`src/rtl/alu_mac_sequencer.sv`:
```
// Neuron MAC sequencer: drives the shared combinational ALU to compute
// y = act(sum x[i]*w[i] + bias) one element every three cycles.
//
// state   | meaning
// --------+---------------------------------------------------------------
// S_IDLE  | waiting for start; latches len/bias/relu_en, clears acc/idx
// S_FETCH | presents idx on the operand memory address
// S_MUL   | x_data*w_data through the ALU, result captured in prod
// S_ACC   | acc + prod through the ALU; advances idx or leaves the loop
// S_BIAS  | acc + bias through the ALU
// S_ACT   | optional ReLU, result registered into y_out
// S_DONE  | one-cycle done pulse
module alu_mac_sequencer #(
  parameter int DATA_W = 16,
  parameter int ADDR_W = 4
) (
  input  logic              i_clk,
  input  logic              i_rst_n,
  input  logic              i_start,
  input  logic [ADDR_W:0]   i_len,
  input  logic [DATA_W-1:0] i_bias,
  input  logic              i_relu_en,
  output logic [ADDR_W-1:0] o_mem_addr,
  input  logic [DATA_W-1:0] i_x_data,
  input  logic [DATA_W-1:0] i_w_data,
  output logic [DATA_W-1:0] o_alu_op1,
  output logic [DATA_W-1:0] o_alu_op2,
  output logic              o_alu_en,
  output logic [1:0]        o_alu_sel,
  input  logic [DATA_W-1:0] i_alu_result,
  output logic              o_busy,
  output logic              o_done,
  output logic [DATA_W-1:0] o_y_out
);

  localparam logic [1:0] SEL_ADD  = 2'b00;
  localparam logic [1:0] SEL_MULT = 2'b10;
  localparam logic [ADDR_W:0] LEN_ONE = (ADDR_W+1)'(1);

  typedef enum logic [2:0] {
    S_IDLE, S_FETCH, S_MUL, S_ACC, S_BIAS, S_ACT, S_DONE
  } state_t;

  state_t              r_state;
  state_t              w_next;
  logic [DATA_W-1:0]   r_acc;
  logic [DATA_W-1:0]   r_prod;
  logic [ADDR_W-1:0]   r_idx;
  logic [ADDR_W:0]     r_len;
  logic [DATA_W-1:0]   r_bias;
  logic                r_relu;
  logic [DATA_W-1:0]   r_y;
  logic [ADDR_W-1:0]   r_addr;
  logic                w_last;

  // idx is widened so len = 2**ADDR_W ends at idx = 2**ADDR_W-1 without wrapping
  assign w_last  = ({1'b0, r_idx} == (r_len - LEN_ONE));
  assign o_y_out = r_y;

  // State register
  always_ff @(posedge i_clk) begin
    if (!i_rst_n) r_state <= S_IDLE;
    else          r_state <= w_next;
  end

  // Next-state and ALU/handshake outputs, all decoded from the current state
  always_comb begin
    w_next     = r_state;
    o_alu_op1  = '0;
    o_alu_op2  = '0;
    o_alu_en   = 1'b0;
    o_alu_sel  = SEL_ADD;
    o_busy     = (r_state != S_IDLE);
    o_done     = 1'b0;
    o_mem_addr = r_addr;
    case (r_state)
      S_IDLE: begin
        if (i_start) w_next = (i_len != '0) ? S_FETCH : S_BIAS;
      end
      S_FETCH: begin
        o_mem_addr = r_idx;
        w_next     = S_MUL;
      end
      S_MUL: begin
        o_alu_op1 = i_x_data;
        o_alu_op2 = i_w_data;
        o_alu_sel = SEL_MULT;
        o_alu_en  = 1'b1;
        w_next    = S_ACC;
      end
      S_ACC: begin
        o_alu_op1 = r_acc;
        o_alu_op2 = r_prod;
        o_alu_en  = 1'b1;
        w_next    = w_last ? S_BIAS : S_FETCH;
      end
      S_BIAS: begin
        o_alu_op1 = r_acc;
        o_alu_op2 = r_bias;
        o_alu_en  = 1'b1;
        w_next    = S_ACT;
      end
      S_ACT:  w_next = S_DONE;
      S_DONE: begin
        o_done = 1'b1;
        w_next = S_IDLE;
      end
      default: w_next = S_IDLE;
    endcase
  end

  // Datapath registers: operand latch, accumulator, index, address hold, result
  always_ff @(posedge i_clk) begin
    if (!i_rst_n) begin
      r_acc  <= '0;
      r_prod <= '0;
      r_idx  <= '0;
      r_len  <= '0;
      r_bias <= '0;
      r_relu <= 1'b0;
      r_y    <= '0;
      r_addr <= '0;
    end else begin
      case (r_state)
        S_IDLE: begin
          if (i_start) begin
            r_len  <= i_len;
            r_bias <= i_bias;
            r_relu <= i_relu_en;
            r_acc  <= '0;
            r_idx  <= '0;
          end
        end
        S_FETCH: r_addr <= r_idx;
        S_MUL:   r_prod <= i_alu_result;
        S_ACC: begin
          r_acc <= i_alu_result;
          if (!w_last) r_idx <= r_idx + 1'b1;
        end
        S_BIAS: r_acc <= i_alu_result;
        S_ACT:  r_y   <= (r_relu && r_acc[DATA_W-1]) ? '0 : r_acc;
        default: ;
      endcase
    end
  end

endmodule
```
`config.mk`:
```
export PLATFORM = sky130hd
export DESIGN_NAME = alu_mac_sequencer
export DESIGN_NICKNAME = d
export VERILOG_FILES = /design/src/rtl/alu_mac_sequencer.sv
export SDC_FILE = /design/constraint.sdc
export NUM_CORES = 1
export LEC_CHECK = 0
export ABC_AREA = 1
export ABC_CLOCK_PERIOD_IN_PS = 1600
export CORE_ASPECT_RATIO = 0.9
export CORE_MARGIN = 2
export CORE_UTILIZATION = 45
export DETAILED_ROUTE_END_ITERATION = 7
export PLACE_DENSITY = 0.92
export SLEW_MARGIN = 20
export SYNTH_ARGS = -nofsm -noshare
export SYNTH_HDL_FRONTEND = slang
export SYNTH_SLANG_ARGS = --single-unit
```
`constraint.sdc`:
```
create_clock -name i_clk -period 1.6 [get_ports i_clk]
set_input_delay 0.32 -clock i_clk [delete_from_list [all_inputs] [get_ports i_clk]]
set_output_delay 0.32 -clock i_clk [all_outputs]
set_load 0.05 [all_outputs]
```
==> out/results.ini, run 1 <==
[run_status]
status=complete, but fails checks
violations=design-rule violations, negative setup slack

[synth]
netlist_area_mm2=0.00373
yosysSeqAreaShare=0.435
synth-seq-cells=81
yosysWarnings=0
syn-num-nets=596
syn_inst=521
synth_cell_types=27
synth_area_per_cell_um2=7.15

[final_layout]
fin_cells=811
final_nets=783
final_area_mm2=0.00741
area_growth_pct=98.9
layout_common_cells=dfxtp_1, clkdlybuf4s50_1, nand2_1, buf_4, a21oi_1
diodes=0
drive_gt1_frac=0.417
utilization=0.923
mostFrequentLayoutCell=dfxtp_1
fillCellCount=220

[sta]
rsz0062_at_grt=yes
setup_viol=100
period_share=1.39
worst_pin_slew_ns=0.688
skew_ns=0.00857
setup_slack_ns=-0.630
max_slew_margin=0.540
drv_slew=0
period_minus_slack_ns=2.23
hold_viol_final=0
timing.fmax_ghz=0.448
setup_tns_ns=-26.90

[cts]
cts_root_buf=clkbuf_8
clockBufferDepth=2
clock_sinks=81
cts_tree=yes
ctsHoldBuffers=0
htreeDepth=3
cts_made_buffers=9
clkTransAtPathRegs_ns=0.09
clk_latency_ns=0.38

[detailed_routing]
wire_per_inst_um=31.7
drtIter0Drc=1178
drtAntennaViolNets=0
viasPerCell=7.30
route.detailed.drc=34
num_vias=5921
drt-total-wl_mm=25.7
drt_first_pass_iters=8

[die]
row_count=31
pin_count=130
start_util=0.464
coreArea_mm2=0.00803
die-width_um=99.9
dieArea_mm2=0.00903
dieHeight_um=90.3

[worst_setup_path]
path_class=flop to primary output
cp.required_ns=1.28
timing.critical_path.mode_cell=buf_12
start_kind=flop
critPathCaptureType=primary output
cp.buffers_inverters=4
worst_path_max_delay_cell=dfxtp_4
crit_family=buffers and inverters
r2r_slack_ns=-0.36
arrival_ns=1.91
path_max_fanout=8
path_cells=inv_8 > nand2_4 > nor2_4 > buf_12 > buf_12 > nand2_1 > o221ai_4 > buf_12
cpPeakStageDelay_ns=0.39

[pwr]
ir_worst_vdd_uv=832
leakage_nw=2.82
power-per-cell-area_mw_per_mm2=1090
total_power_mw=8.08

[global_route]
antenna_found_initial=0
grt.busiest_layer=met2
grt_first_pass_wirelength_mm=27.9
grt_pass1_vias=5147
met3_usage=0.130
grt_overflow_total=0
grt_usage=0.400
grtUsageMet2=0.639
grt_max_degree=35
use_met1=0.446

[placed_design]
placed_cells=743
port_buffers=128
gp_congestion=0.845
dp_hpwl_mm=9.39
placed_area_mm2=0.00601

[job]
cap_violations=0

[min_path]
min_path_type=flop to flop

==> state kept, by name (all words and copies together) (netlist names) <==
name     count
r_bias      16
r_addr       4
r_state      3
r_relu       1
r_prod      16
r_len        5
r_idx        4
o_y_out     16
r_acc       16
==> layer usage <==
metal | wire, um | share of wire | up-vias
met5 | 0 | 0 | -
met4 | 2950 | 0.11 | 0
met3 | 4160 | 0.16 | 343
met2 | 10800 | 0.42 | 789
met1 | 7890 | 0.31 | 2640
li1 | - | - | 2149
==> where the power goes <==
| group | switching, mW | total, mW | internal (mW) |
|---|---|---|---|
| Sequential | 0.178 | 2.40 | 2.23 |
| Combinational | 2.33 | 4.10 | 1.77 |
| Clock | 0.871 | 1.58 | 0.705 |
==> per-stage QoR <==
stage	setup slack, ns	hold WS, ns
3_5_place_dp	-0.0639	0.457
2_1_floorplan	-0.109	0.444
3_3_place_gp	-0.0288	0.454
5_1_grt	-0.684	0.499
4_1_cts	-0.398	0.475
6_report	-0.630	0.501
==> cell usage after synthesis (all sizes together) <==
cell    instances  area [um2]
a211oi          4        30.0
nand4          17         106
a22oi           8        60.1
nor3            2        21.3
a31oi           1        6.26
nand2          89         334
clkbuf         21        80.1
dfxtp          81        1620
a21oi          74         370
xnor2           1        8.76
nor2           34         143
xor2            1        8.76
buf            17        91.3
o21ai          78         390
ha              2        25.0
inv            50         188
conb            1        3.75
nand3          27         135
or2             4        25.0
o221ai          9        78.8
==> cells by family (layout without fill, tap and decap cells) <==
group,Yosys count,count (layout),synth area share
adders and majority gates,2,2,0.00671
AOI/OAI and AO/OA,174,174,0.251
DFF,81,81,0.435
other,1,1,0.00101
buffers and inverters,88,277,0.0963
and+or+nand+nor,173,175,0.205
xor gates and xnor gates,2,2,0.00470
==> path summary, 6_finish.rpt <==
path | start | to | cells after the start
worst max-delay path | r_state[0] | o_alu_op2[14] | 8
worst min-delay path | o_y_out[1] | o_y_out[1] | 2
worst max register to register | r_state[0] | r_prod[12] | 11
worst min register to register | o_y_out[1] | o_y_out[1] | 2
==> worst min-delay path: stages, from the launching register on <==
cell and delay [ns]:
dfxtp_1 0.33, nand2_1 0.06, a21oi_1 0.06
==> layout make-up <==
cell class / count / area, um2 / share of cell area
clock buffers: 9 / 124 / 0.0167
clock inverters: 6 / 60.1 / 0.00810
inverters: 50 / 224 / 0.0302
multi-input cells: 354 / 2550 / 0.344
flip-flops and latches: 81 / 1630 / 0.220
well taps: 99 / 124 / 0.0167
repair buffers: 211 / 2690 / 0.363
repair inverters: 1 / 8.76 / 0.00118
==> timing repair <==
action / CTS / global route
gates cloned: 6 / 11
pin swaps: 13 / 29
buffers inserted: 18 / 22
gates resized for setup: 68 / 125
setup endpoints to repair: 63 / 116
Power figures use the tool's default switching activity.
==> inputs of run 2 (changes only) <==
- CTS_CLUSTER_DIAMETER: not set -> 40
==> results of run 2 <==
No change in the layout: final DEF, timing and power equal those of run 1.
==> inputs of run 3 (changes only) <==
- CTS_CLUSTER_SIZE: not set -> 10
==> results of run 3 <==
No change in the layout: final DEF, timing and power equal those of run 1.
